--- config.mk ---
export PLATFORM = sky130hd
export DESIGN_NAME = fx_requant_pipe_flat
export DESIGN_NICKNAME = d
export VERILOG_FILES = /design/src/rtl/fx_requant_pipe_if.sv /design/src/rtl/fx_requant_pipe.sv /design/src/flat_wrapper.sv
export SDC_FILE = /design/constraint.sdc
export NUM_CORES = 1
export LEC_CHECK = 0
export ABC_CLOCK_PERIOD_IN_PS = 2600
export CAP_MARGIN = 25
export CORE_UTILIZATION = 45
export CTS_CLUSTER_DIAMETER = 30
export DETAILED_ROUTE_END_ITERATION = 10
export PLACE_DENSITY = 0.86
export SLEW_MARGIN = 30
export SYNTH_ARGS = -nofsm -noshare
export SYNTH_HDL_FRONTEND = slang
export SYNTH_SLANG_ARGS = --single-unit
--- constraint.sdc ---
create_clock -name clk -period 2.6 [get_ports clk]
set_input_delay 0.52 -clock clk [delete_from_list [all_inputs] [get_ports clk]]
set_output_delay 0.52 -clock clk [all_outputs]
set_load 0.03 [all_outputs]
--- src/rtl/fx_requant_pipe_if.sv ---
// Stream, configuration and statistics bundle for fx_requant_pipe.
// slave is the requantiser's view, master is the producer/consumer view.
interface fx_requant_pipe_if #(
  parameter int unsigned IN_W  = 16,
  parameter int unsigned OUT_W = 7,
  parameter int unsigned NCH   = 2,
  parameter int unsigned CNT_W = 16
);
  logic [1:0]           cfg_rnd;
  logic                 cfg_sat;
  logic                 clr_stats;
  logic                 in_valid;
  logic                 in_ready;
  logic [NCH*IN_W-1:0]  in_data;
  logic                 out_valid;
  logic                 out_ready;
  logic [NCH*OUT_W-1:0] out_data;
  logic [NCH-1:0]       out_sat;
  logic [NCH*CNT_W-1:0] sat_cnt;

  modport slave (
    input  cfg_rnd, cfg_sat, clr_stats, in_valid, in_data, out_ready,
    output in_ready, out_valid, out_data, out_sat, sat_cnt
  );

  modport master (
    output cfg_rnd, cfg_sat, clr_stats, in_valid, in_data, out_ready,
    input  in_ready, out_valid, out_data, out_sat, sat_cnt
  );
endinterface

--- src/rtl/fx_requant_pipe.sv ---
// Two-stage multi-channel fixed-point requantiser: S1 aligns and rounds,
// S2 checks overflow, saturates or wraps, and registers the outputs.
module fx_requant_pipe #(
  parameter int unsigned IN_W   = 16,
  parameter int unsigned IN_I   = 1,
  parameter int unsigned OUT_W  = 7,
  parameter int unsigned OUT_I  = 1,
  parameter int unsigned NCH    = 2,
  parameter int unsigned SIGNED = 1,
  parameter int unsigned CNT_W  = 16
) (
  input logic             clk,
  input logic             rst_n,
  fx_requant_pipe_if.slave bus
);

  localparam int          IN_FRAC  = int'(IN_W) - int'(IN_I);
  localparam int          OUT_FRAC = int'(OUT_W) - int'(OUT_I);
  localparam int          SH       = IN_FRAC - OUT_FRAC;
  localparam int unsigned ASH      = (SH > 0) ? $unsigned(SH) : $unsigned(-SH);
  localparam int unsigned MW_RAW   = IN_W + ASH + 1;
  // Keep at least two bits above OUT_W so the range compare never aliases.
  localparam int unsigned MW       = (MW_RAW > OUT_W + 2) ? MW_RAW : OUT_W + 2;

  localparam logic signed [MW-1:0] MAXV = (SIGNED != 0) ?
      MW'((longint'(1) << (OUT_W - 1)) - 1) : MW'((longint'(1) << OUT_W) - 1);
  localparam logic signed [MW-1:0] MINV = (SIGNED != 0) ?
      MW'(-(longint'(1) << (OUT_W - 1))) : '0;

  logic                 adv;
  logic                 s1_valid;
  logic                 s1_sat;
  logic [NCH*MW-1:0]    s1_v;
  logic [NCH*MW-1:0]    v1_c;
  logic [NCH*OUT_W-1:0] res_c;
  logic [NCH-1:0]       ovf_c;
  logic                 out_valid_q;
  logic [NCH*OUT_W-1:0] out_data_q;
  logic [NCH-1:0]       out_sat_q;
  logic [NCH*CNT_W-1:0] cnt_q;

  assign adv           = !out_valid_q || bus.out_ready;
  assign bus.in_ready  = rst_n & adv;
  assign bus.out_valid = out_valid_q;
  assign bus.out_data  = out_data_q;
  assign bus.out_sat   = out_sat_q;
  assign bus.sat_cnt   = cnt_q;

  for (genvar k = 0; k < NCH; k++) begin : g_ch
    logic [IN_W-1:0]      x_raw;
    logic                 ext_bit;
    logic signed [MW-1:0] x_ext;
    logic signed [MW-1:0] v_c;
    logic signed [MW-1:0] v2;
    logic                 hi;
    logic                 lo;

    assign x_raw   = bus.in_data[k*IN_W +: IN_W];
    assign ext_bit = (SIGNED != 0) & x_raw[IN_W-1];
    assign x_ext   = {{(MW-IN_W){ext_bit}}, x_raw};

    if (SH > 0) begin : g_rnd
      // Arithmetic shift gives floor; the dropped bits are the remainder.
      localparam logic [ASH-1:0] HALF = ASH'(1) << (ASH - 1);
      logic signed [MW-1:0] q;
      logic [ASH-1:0]       r;
      logic                 inc;

      assign q = x_ext >>> ASH;
      assign r = x_ext[ASH-1:0];

      always_comb begin
        inc = 1'b0;
        case (bus.cfg_rnd)
          2'b01:   inc = (r >= HALF);
          2'b10:   inc = (r > HALF) || ((r == HALF) && q[0]);
          default: inc = 1'b0;
        endcase
      end

      assign v_c = q + MW'(inc);
    end else begin : g_shl
      assign v_c = x_ext <<< ASH;
    end

    assign v1_c[k*MW +: MW] = v_c;

    assign v2    = s1_v[k*MW +: MW];
    assign hi    = (v2 > MAXV);
    assign lo    = (v2 < MINV);
    assign ovf_c[k] = hi | lo;
    assign res_c[k*OUT_W +: OUT_W] = (s1_sat && hi) ? MAXV[OUT_W-1:0] :
                                     (s1_sat && lo) ? MINV[OUT_W-1:0] :
                                                      v2[OUT_W-1:0];
  end

  // Pipeline registers; the whole pipe shifts together or holds together.
  always_ff @(posedge clk or negedge rst_n) begin
    if (!rst_n) begin
      s1_valid    <= 1'b0;
      s1_sat      <= 1'b0;
      s1_v        <= '0;
      out_valid_q <= 1'b0;
      out_data_q  <= '0;
      out_sat_q   <= '0;
    end else if (adv) begin
      s1_valid    <= bus.in_valid;
      if (bus.in_valid) begin
        s1_v   <= v1_c;
        s1_sat <= bus.cfg_sat;
      end
      out_valid_q <= s1_valid;
      if (s1_valid) begin
        out_data_q <= res_c;
        out_sat_q  <= ovf_c;
      end
    end
  end

  // Sticky per-channel overflow counters; clear wins over increment.
  always_ff @(posedge clk or negedge rst_n) begin
    if (!rst_n) begin
      cnt_q <= '0;
    end else if (bus.clr_stats) begin
      cnt_q <= '0;
    end else if (out_valid_q && bus.out_ready) begin
      for (int k = 0; k < int'(NCH); k++) begin
        if (out_sat_q[k] && (cnt_q[k*CNT_W +: CNT_W] != '1)) begin
          cnt_q[k*CNT_W +: CNT_W] <= cnt_q[k*CNT_W +: CNT_W] + CNT_W'(1);
        end
      end
    end
  end

endmodule

--- src/flat_wrapper.sv ---
// flat-port wrapper written by rule: the top's interface ports become plain ports
module fx_requant_pipe_flat 
#(
  parameter int unsigned IN_W   = 16,
  parameter int unsigned IN_I   = 1,
  parameter int unsigned OUT_W  = 7,
  parameter int unsigned OUT_I  = 1,
  parameter int unsigned NCH    = 2,
  parameter int unsigned SIGNED = 1,
  parameter int unsigned CNT_W  = 16
)
  (clk, rst_n, bus_cfg_rnd, bus_cfg_sat, bus_clr_stats, bus_in_valid, bus_in_data, bus_out_ready, bus_in_ready, bus_out_valid, bus_out_data, bus_out_sat, bus_sat_cnt);
  fx_requant_pipe_if #(.IN_W(IN_W), .OUT_W(OUT_W), .NCH(NCH), .CNT_W(CNT_W)) bus_i ();
  input logic clk;
  input logic rst_n;
  input wire logic [$bits(bus_i.cfg_rnd)-1:0] bus_cfg_rnd;
  input wire logic [$bits(bus_i.cfg_sat)-1:0] bus_cfg_sat;
  input wire logic [$bits(bus_i.clr_stats)-1:0] bus_clr_stats;
  input wire logic [$bits(bus_i.in_valid)-1:0] bus_in_valid;
  input wire logic [$bits(bus_i.in_data)-1:0] bus_in_data;
  input wire logic [$bits(bus_i.out_ready)-1:0] bus_out_ready;
  output wire logic [$bits(bus_i.in_ready)-1:0] bus_in_ready;
  output wire logic [$bits(bus_i.out_valid)-1:0] bus_out_valid;
  output wire logic [$bits(bus_i.out_data)-1:0] bus_out_data;
  output wire logic [$bits(bus_i.out_sat)-1:0] bus_out_sat;
  output wire logic [$bits(bus_i.sat_cnt)-1:0] bus_sat_cnt;
  assign bus_i.cfg_rnd = bus_cfg_rnd;
  assign bus_i.cfg_sat = bus_cfg_sat;
  assign bus_i.clr_stats = bus_clr_stats;
  assign bus_i.in_valid = bus_in_valid;
  assign bus_i.in_data = bus_in_data;
  assign bus_i.out_ready = bus_out_ready;
  assign bus_in_ready = bus_i.in_ready;
  assign bus_out_valid = bus_i.out_valid;
  assign bus_out_data = bus_i.out_data;
  assign bus_out_sat = bus_i.out_sat;
  assign bus_sat_cnt = bus_i.sat_cnt;
  fx_requant_pipe #(.IN_W(IN_W), .IN_I(IN_I), .OUT_W(OUT_W), .OUT_I(OUT_I), .NCH(NCH), .SIGNED(SIGNED), .CNT_W(CNT_W)) u_core (.clk(clk), .rst_n(rst_n), .bus(bus_i));
endmodule
==> results by group, run 1 <==
Run status
  – Result of the run: finished, final reports clean

Global route
  – Global Route Usage Sum: 21.3%
  – Maximum number of pins on one net before global-route repair: between 60 and 70
  – Number of antenna violations at the first check in global routing: 0
  – Final global-route overflow total: 0
  – Via count of the first global-routing pass: ~3.1k
  – First-pass GRT wire length: ~14000 um

Final layout
  – Finished Core Util: around 65%
  – Antenna cells: 0
  – Syn-to-layout area delta: 35.8%
  – Layout cells sized above 1: under 10%
  – Final cell count without fillers: 577
  – Non-Filler Cell Area, Final: 4790 um^2
  – Count of nets after finishing: 521

Route
  – Remaining routing DRC violations: 0
  – Iteration-0 DRC Markers: roughly 210
  – WL per Instance: between 10 and 15 um
  – Detailed-routing iteration count for the pre-antenna-repair pass: 6
  – Detailed Route WL: 8500 um
  – Total number of vias: 3290
  – Average via count per standard cell: 5.70
  – Number of routed nets with antenna violations: 0

Power and ir drop
  – Power share of the clock group: about a third
  – Largest vdd supply drop: ~0.27 mV
  – Relative contribution of combinational cells to total power: roughly a quarter
  – P_leak: 1.88 nW
  – Total power consumption of the routed design: around 3.2 mW
  – Switch Pwr: around 0.99 mW
  – Share of total power in sequential cells: about 41%
  – Pwr dens: ~670 nW/um^2
  – Switching share of power: between 30% and 40%
  – Internal Power: 2.21 mW

Synthesis
  – Number of instances in the synthesized netlist: between 300 and 400
  – Post-synthesis area per instance: roughly 9.3 um^2
  – Most used flip-flop cell after synthesis: sky130_fd_sc_hd__dfrtp_1
  – Number of synthesized register bits: between 60 and 70
  – Fraction of the mapped netlist area in simple logic gates: between 20 and 25%
  – Number of synthesized flops with an enable pin: 0
  – Area share of fa/ha/maj cells after synthesis: about 2.8%
  – Synthesized netlist net count: roughly 430
  – Post-synthesis instance area: roughly 3500 um^2
  – Largest family of logic cells by synthesized area: simple AND/OR/NAND/NOR gates
  – Synthesis warning total: 0
  – Post-synth cell types: 44
  – Synth async-reset ratio: between 90% and 100%
  – Register area share after synthesis: 47.5%
  – Area fraction in compound gates after synthesis: 17.7%
  – Post-synthesis mux area share: 2.48%
  – Area share of xor/xnor cells in the synthesized design: about 3.0%

Placed design
  – Area after DPL: about 4500 um^2
  – Total half-perimeter wirelength after legalization and detailed placement: 6230 um
  – Placed cell count: 561
  – # port buffers: 89
  – Routability cong.: ~0.86

STA
  – Unrepaired setup endpoints after global routing: no
  – Worst Tran Pin Value: approximately 0.82 ns
  – Count of endpoints failing setup in the final report: 0
  – Slew headroom: between 40% and 50%
  – Top achievable clock speed: approximately 440 MHz
  – Min cycle time layout: ~2.3 ns
  – Share of the clock period used by the worst path after layout: 86.6%
  – Final slew viol count: 0
  – Clock tree skew after final layout: between 0.009 and 0.01 ns
  – Aggregate negative setup slack: 0 ns
  – Final hold violations: 0

Hold path
  – Min-Delay Path Class: in2async

Worst setup path
  – Buffering stage count on the worst path with inverters included: 1
  – Max stage delay cell, worst path: sky130_fd_sc_hd__or4_1
  – Library cell appearing most often on the critical path: sky130_fd_sc_hd__or4_1
  – FF-to-FF End: u_core.bus.sat_cnt[10]
  – Class of the most critical setup path: in2reg
  – CP endpoint kind: flip-flop
  – Critical path cell sequence: clkdlybuf4s50_1 -> nand3_1 -> or4_1 -> or4_1 -> a21oi_1
  – Max incr delay on CP: about 0.65 ns
  – Slack of the worst reg-to-reg path: between 0.5 and 0.6 ns
  – Logic depth of the worst register-to-register path: 5
  – Startpoint of the worst register-to-register path: u_core.bus.sat_cnt[0]
  – Required time worst endpoint: 2.86 ns
  – Startpoint types: input port
  – Dominant delay contributor by cell family on the critical path: simple AND/OR/NAND/NOR gates
  – Max FO, Critical Path: 10
  – CP Data Arrival Time: 2.51 ns

Clock tree
  – Clock root buffer master: sky130_fd_sc_hd__clkbuf_8
  – CTS H-tree lvls: 3
  – Clock latency on the worst-skew pair: 0.34 ns
  – CTS sink count: 67
  – # Post-CTS Setup Buffers: 0
  – Number of buffers inserted during clock tree synthesis: 9
  – Maximum buffer depth of the clock tree: 2
  – Post-cts sizing count: 0
  – TritonCTS clock tree: built
  – Clock-pin transition on the worst setup and hold timing paths: 0.08 ns
  – Number of hold-repair buffers added at the cts stage: 0

Floorplan
  – I/O pins: 90
  – Core ar.: approximately 7400 um^2
  – Die Ht: ~91 um
  – Width of the chip: roughly 91 um
  – Site Rows: 31
  – Overall die area: around 8200 um^2
  – Initial core utilization: between 40% and 50%

Job
  – Max_cap viols: 0
==> worst max path at each step <==
stage,from,endpoint,slack (ns),cells after the start
global route,bus_out_ready,u_core.bus.sat_cnt[29],0.23,5
CTS,bus_out_ready,u_core.bus.sat_cnt[27],0.34,5
global placement,bus_out_ready,u_core.bus.sat_cnt[31],0.06,5
detailed placement,bus_out_ready,u_core.bus.sat_cnt[29],0.006,5
finish,bus_out_ready,u_core.bus.sat_cnt[29],0.35,5
floorplan,u_core.bus.sat_cnt[0],u_core.bus.sat_cnt[2],0.48,6
==> through the flow <==
stage               hold slack, ns  setup WS (ns)
global placement             0.454         0.0618
CTS                          0.412          0.341
finish                       0.380          0.348
floorplan                    0.224          0.475
global route                 0.470          0.229
detailed placement           0.454        0.00550
==> cells in the mapped netlist, types with 2 or more instances <==
master                      number  area [um^2]
sky130_fd_sc_hd__nor3_1         10         50.1
sky130_fd_sc_hd__mux2_2          6         67.6
sky130_fd_sc_hd__nor4_1          6         37.5
sky130_fd_sc_hd__o41ai_1         2         17.5
sky130_fd_sc_hd__o21ai_0        32          160
sky130_fd_sc_hd__nand2_1        48          180
sky130_fd_sc_hd__nor2_1         13         48.8
sky130_fd_sc_hd__ha_1            8          100
sky130_fd_sc_hd__or4_1          16          120
sky130_fd_sc_hd__inv_1          11         41.3
sky130_fd_sc_hd__nand4_1         9         56.3
sky130_fd_sc_hd__or3_1           5         31.3
sky130_fd_sc_hd__nor3b_1         2         15.0
sky130_fd_sc_hd__xor2_1          7         61.3
sky130_fd_sc_hd__or3_2           2         15.0
sky130_fd_sc_hd__buf_2           2         10.0
sky130_fd_sc_hd__nor2b_1         3         18.8
sky130_fd_sc_hd__o31ai_1        21          158
sky130_fd_sc_hd__o2bb2ai_1       6         52.6
sky130_fd_sc_hd__nand3_1        21          105
sky130_fd_sc_hd__clkbuf_1       12         45.0
sky130_fd_sc_hd__buf_1           4         15.0
sky130_fd_sc_hd__dfrtp_1        67         1680
sky130_fd_sc_hd__nand2b_1        2         12.5
sky130_fd_sc_hd__a311oi_1        2         17.5
sky130_fd_sc_hd__o311ai_0        2         17.5
sky130_fd_sc_hd__xnor2_1         5         43.8
sky130_fd_sc_hd__and3_1          4         25.0
sky130_fd_sc_hd__mux2i_1         2         20.0
sky130_fd_sc_hd__a31oi_1         3         18.8
sky130_fd_sc_hd__a21oi_1        32          160
sky130_fd_sc_hd__and4_1          2         17.5
sky130_fd_sc_hd__clkbuf_8        2         27.5
==> layout make-up <==
cell class / instances / area (um^2)
Clock buffer: 10 / 138
Tap cell: 99 / 124
Sequential cell: 67 / 1680
Inverter: 11 / 41.3
Clock inverter: 6 / 113
Timing Repair Buffer: 103 / 988
Fill cell: 599 / 2610
Multi-Input combinational cell: 281 / 1710
==> flip-flops by register name (all words and copies together), names as in the netlist <==
name / cells
u_core.bus.out_data: 14
u_core.bus.out_sat: 2
u_core.bus.out_valid: 1
u_core.bus.sat_cnt: 32
u_core.s1_sat: 1
u_core.s1_v: 16
u_core.s1_valid: 1
==> power by group through the flow <==
| stage | registers [mW] | clock network, mW | logic, mW |
|---|---|---|---|
| after floorplan | 1.49 | 0 | 0.275 |
| after global placement | 1.32 | 0 | 0.801 |
| after detailed placement | 1.33 | 0 | 0.821 |
| after CTS | 1.32 | 1.08 | 0.826 |
| after global routing | 1.34 | 1.12 | 0.886 |
| final | 1.31 | 1.07 | 0.818 |
==> cells by family (layout without fill, tap and decap cells) <==
group,after synthesis,in the layout
AND/OR/NAND/NOR,150,150
AO/OA/AOI/OAI,103,103
flip-flops,67,67
buffers and inverters,32,130
XOR/XNOR,12,12
adder cells (fa/ha/maj),8,8
multiplexers,8,8
==> per-layer routing <==
layer | vias to the layer above | GRT usage, % | share of wire (%)
li1 | 1609 | - | -
met1 | 1562 | 25.0 | 41
met2 | 111 | 37.6 | 52
met3 | 8 | 5.05 | 6.1
met4 | 0 | 8.20 | 1.1
met5 | - | 0 | 0
==> layout by cell type (no fill, tap or decap), types with 3 or more instances in the layout <==
cell | Yosys | routed
sky130_fd_sc_hd__xnor2_1 | 5 | 5
sky130_fd_sc_hd__nor2_1 | 13 | 13
sky130_fd_sc_hd__a21oi_1 | 32 | 32
sky130_fd_sc_hd__mux2_2 | 6 | 6
sky130_fd_sc_hd__a31oi_1 | 3 | 3
sky130_fd_sc_hd__and3_1 | 4 | 4
sky130_fd_sc_hd__nor4_1 | 6 | 5
sky130_fd_sc_hd__inv_1 | 11 | 11
sky130_fd_sc_hd__clkbuf_8 | 2 | 10
sky130_fd_sc_hd__or4_1 | 16 | 16
sky130_fd_sc_hd__buf_4 | 1 | 15
sky130_fd_sc_hd__xor2_1 | 7 | 7
sky130_fd_sc_hd__or3_1 | 5 | 5
sky130_fd_sc_hd__nand2_1 | 48 | 48
sky130_fd_sc_hd__nor3_1 | 10 | 10
sky130_fd_sc_hd__nand3_1 | 21 | 21
sky130_fd_sc_hd__o2bb2ai_1 | 6 | 6
sky130_fd_sc_hd__nand4_1 | 9 | 9
sky130_fd_sc_hd__o21ai_0 | 32 | 32
sky130_fd_sc_hd__dfrtp_1 | 67 | 67
sky130_fd_sc_hd__ha_1 | 8 | 8
sky130_fd_sc_hd__clkdlybuf4s50_1 | 0 | 87
sky130_fd_sc_hd__o31ai_1 | 21 | 21
sky130_fd_sc_hd__nor2b_1 | 3 | 3
sky130_fd_sc_hd__bufinv_16 | 0 | 3
(Power assumes the default switching activity.)
==> run 2: changes to the inputs <==
- RECOVER_POWER: unset -> 25
==> results by group, run 2 (synthesis gave the netlist of run 1 again) <==
Power and ir drop
  – Largest vdd supply drop: 0.267 mV (about the same)
  – Relative contribution of combinational cells to total power: 25.5% (about the same)
  – Internal Power: 2.21 mW (about the same)
  – Share of total power in sequential cells: 41.1% (about the same)
  – Power share of the clock group: 33.3% (about the same)
  – Total power consumption of the routed design: 3.20 mW (about the same)
  – Switch Pwr: 0.987 mW (about the same)
  – P_leak: 1.88 nW (-0.18%)
  – Pwr dens: 668 nW/um^2 (about the same)
  – Switching share of power: 30.9% (about the same)

Final layout
  – Footprint of the flip-flops and latches: 1680 um^2 (unchanged)
  – Most frequent cells in the layout: sky130_fd_sc_hd__clkdlybuf4s50_1, sky130_fd_sc_hd__dfrtp_1, sky130_fd_sc_hd__nand2_1
  – Layout cells sized above 1: 9.21% (-0.21 points)
  – Fill cell count: 598 (-0.17%)
  – Most frequent standard cell in the layout excluding fill and tap cells: sky130_fd_sc_hd__clkdlybuf4s50_1
  – Total area of multi-input combinational cells: 1710 um^2 (unchanged)
  – Non-Filler Cell Area, Final: 4790 um^2 (about the same)
  – Antenna cells: 0 (unchanged)
  – Max reg flops: 32 (unchanged)
  – Count of nets after finishing: 521 (unchanged)
  – Final cell count without fillers: 577 (unchanged)
  – Syn-to-layout area delta: 35.7% (about the same)

Placed design
  – Area after DPL: 4540 um^2 (unchanged)
  – Total half-perimeter wirelength after legalization and detailed placement: 6230 um (unchanged)
  – Placed cell count: 561 (unchanged)
  – # port buffers: 89 (unchanged)
  – Routability cong.: 0.857 (unchanged)

Worst setup path
  – Critical path cell sequence: clkdlybuf4s50_1 -> nand3_1 -> or4_1 -> or4_1 -> a21oi_1
  – Buffering stage count on the worst path with inverters included: 1 (unchanged)
  – CP endpoint kind: flip-flop
  – Startpoint types: input port
  – Dominant delay contributor by cell family on the critical path: simple AND/OR/NAND/NOR gates
  – Max FO, Critical Path: 10 (unchanged)
  – Class of the most critical setup path: in2reg
  – Max incr delay on CP: 0.65 ns (about the same)
  – CP Data Arrival Time: 2.52 ns (about the same)
  – Library cell appearing most often on the critical path: sky130_fd_sc_hd__or4_1
  – Required time worst endpoint: 2.86 ns (about the same)
  – Max stage delay cell, worst path: sky130_fd_sc_hd__or4_1

STA
  – Unrepaired setup endpoints after global routing: no
  – Count of endpoints failing setup in the final report: 0 (unchanged)
  – Worst Tran Pin Value: 1.60 ns (+0.786 ns)
  – Final hold slack: 0.473 ns (+0.0924 ns)
  – Min cycle time layout: 2.26 ns (+0.00790 ns)
  – Clock tree skew after final layout: 0.00889 ns (-0.000248 ns)
  – Aggregate negative setup slack: 0 ns (unchanged)
  – Final slew viol count: 68 (+68)
  – Final hold violations: 0 (unchanged)
  – Slew headroom: -6.86% (-52 points)
  – Top achievable clock speed: 443 MHz (-0.35%)
  – Share of the clock period used by the worst path after layout: 86.9% (+0.30 points)

Clock tree
  – CTS H-tree lvls: 3 (unchanged)
  – CTS sink count: 67 (unchanged)
  – Clock root buffer master: sky130_fd_sc_hd__clkbuf_8
  – Number of hold-repair buffers added at the cts stage: 0 (unchanged)
  – Maximum buffer depth of the clock tree: 2 (unchanged)
  – TritonCTS clock tree: built
  – Clock-pin transition on the worst setup and hold timing paths: 0.07 ns (about the same)
  – Post-cts sizing count: 0 (unchanged)
  – # Post-CTS Setup Buffers: 0 (unchanged)
  – Clock latency on the worst-skew pair: 0.34 ns (about the same)
  – Number of buffers inserted during clock tree synthesis: 9 (unchanged)

Route
  – Remaining routing DRC violations: 0 (unchanged)
  – Total number of vias: 3316 (+0.79%)
  – Detailed Route WL: 8510 um (about the same)
  – Number of routed nets with antenna violations: 0 (unchanged)
  – WL per Instance: 14.7 um (about the same)
  – Average via count per standard cell: 5.75 (+0.79%)
  – Detailed-routing iteration count for the pre-antenna-repair pass: 6 (unchanged)
  – Iteration-0 DRC Markers: 217 (+3.8%)

Job
  – Max_cap viols: 1 (+1)

Floorplan
  – Width of the chip: 90.6 um (unchanged)
  – Site Rows: 31 (unchanged)
  – Initial core utilization: 47.7% (unchanged)
  – Die Ht: 90.6 um (unchanged)
  – Overall die area: 8200 um^2 (unchanged)
  – I/O pins: 90 (unchanged)
  – Core ar.: 7410 um^2 (unchanged)

Run status
  – Violations in the final reports: max-capacitance violations, max-slew violations
  – Result of the run: finished with violations

Global route
  – Global Route Usage Sum: 21.3% (unchanged)
  – Final global-route overflow total: 0 (unchanged)
  – Number of antenna violations at the first check in global routing: 0 (unchanged)
  – First-pass GRT wire length: 14100 um (unchanged)
  – Via count of the first global-routing pass: 3109 (unchanged)
  – Maximum number of pins on one net before global-route repair: 68 (unchanged)

Hold path
  – Min-Delay Path Class: reg2reg
## run 2: cell types whose count changed in the layout (fill, tap and decap cells not counted), sizes merged
cell,before,now
clkbuf,10,12
buf,16,14
## run 2: area by class of cell
class	instances	area share, %
inverters	11	0.862
clock inverters	6	2.35
clock buffers	10	2.87
flip-flops and latches	67	35.0
well taps	99	2.59
repair buffers	103	20.6
multi-input cells	281	35.8
## run 2: tightest hold or removal path, stage by stage, from the launching register on
cell and delay (ns):
sky130_fd_sc_hd__dfrtp_1 0.34, sky130_fd_sc_hd__inv_1 0.05, sky130_fd_sc_hd__nand2_1 0.05
## run 2: final timing paths
check,cells past startpoint,startpoint,to,slack [ns]
max,5,bus_out_ready,u_core.bus.sat_cnt[29],0.34
min,2,u_core.s1_valid,u_core.bus.out_valid,0.47
max reg2reg,5,u_core.bus.sat_cnt[0],u_core.bus.sat_cnt[10],0.53
min reg2reg,2,u_core.s1_valid,u_core.bus.out_valid,0.47
max in group asynchronous,2,rst_n,u_core.bus.sat_cnt[11],0.95
min in group asynchronous,2,rst_n,u_core.bus.sat_cnt[20],0.71
## run 2: stage by stage
stage	setup slack (ns)	util (%)
2_1_floorplan	0.475	-
3_3_place_gp	0.0618	61.3
3_5_place_dp	0.00550	61.3
4_1_cts	0.341	64.7
5_1_grt	0.229	64.7
6_report	0.340	64.7
## run 2: power by group through the flow
| stage | registers [mW] | logic [mW] | clock network, mW |
|---|---|---|---|
| after floorplan | 1.49 | 0.275 | 0 |
| after global placement | 1.32 | 0.801 | 0 |
| after detailed placement | 1.33 | 0.821 | 0 |
| after CTS | 1.32 | 0.826 | 1.08 |
| after global routing | 1.34 | 0.885 | 1.12 |
| final | 1.32 | 0.817 | 1.07 |
## run 2: metal layers
metal,vias to the layer above,share of wire [%],wire (um),GRT usage [%]
li1,1612,-,-,-
met1,1584,42,3580,25.0
met2,111,51,4370,37.6
met3,9,5.4,460,5.05
met4,0,1.1,94,8.20
met5,-,0,0,0
==> run 3: changes to the inputs <==
- SETUP_SLACK_MARGIN: unset -> 0.02
==> results of run 3 <==
Same layout as run 2: the final DEF is identical, and so are final timing and power.
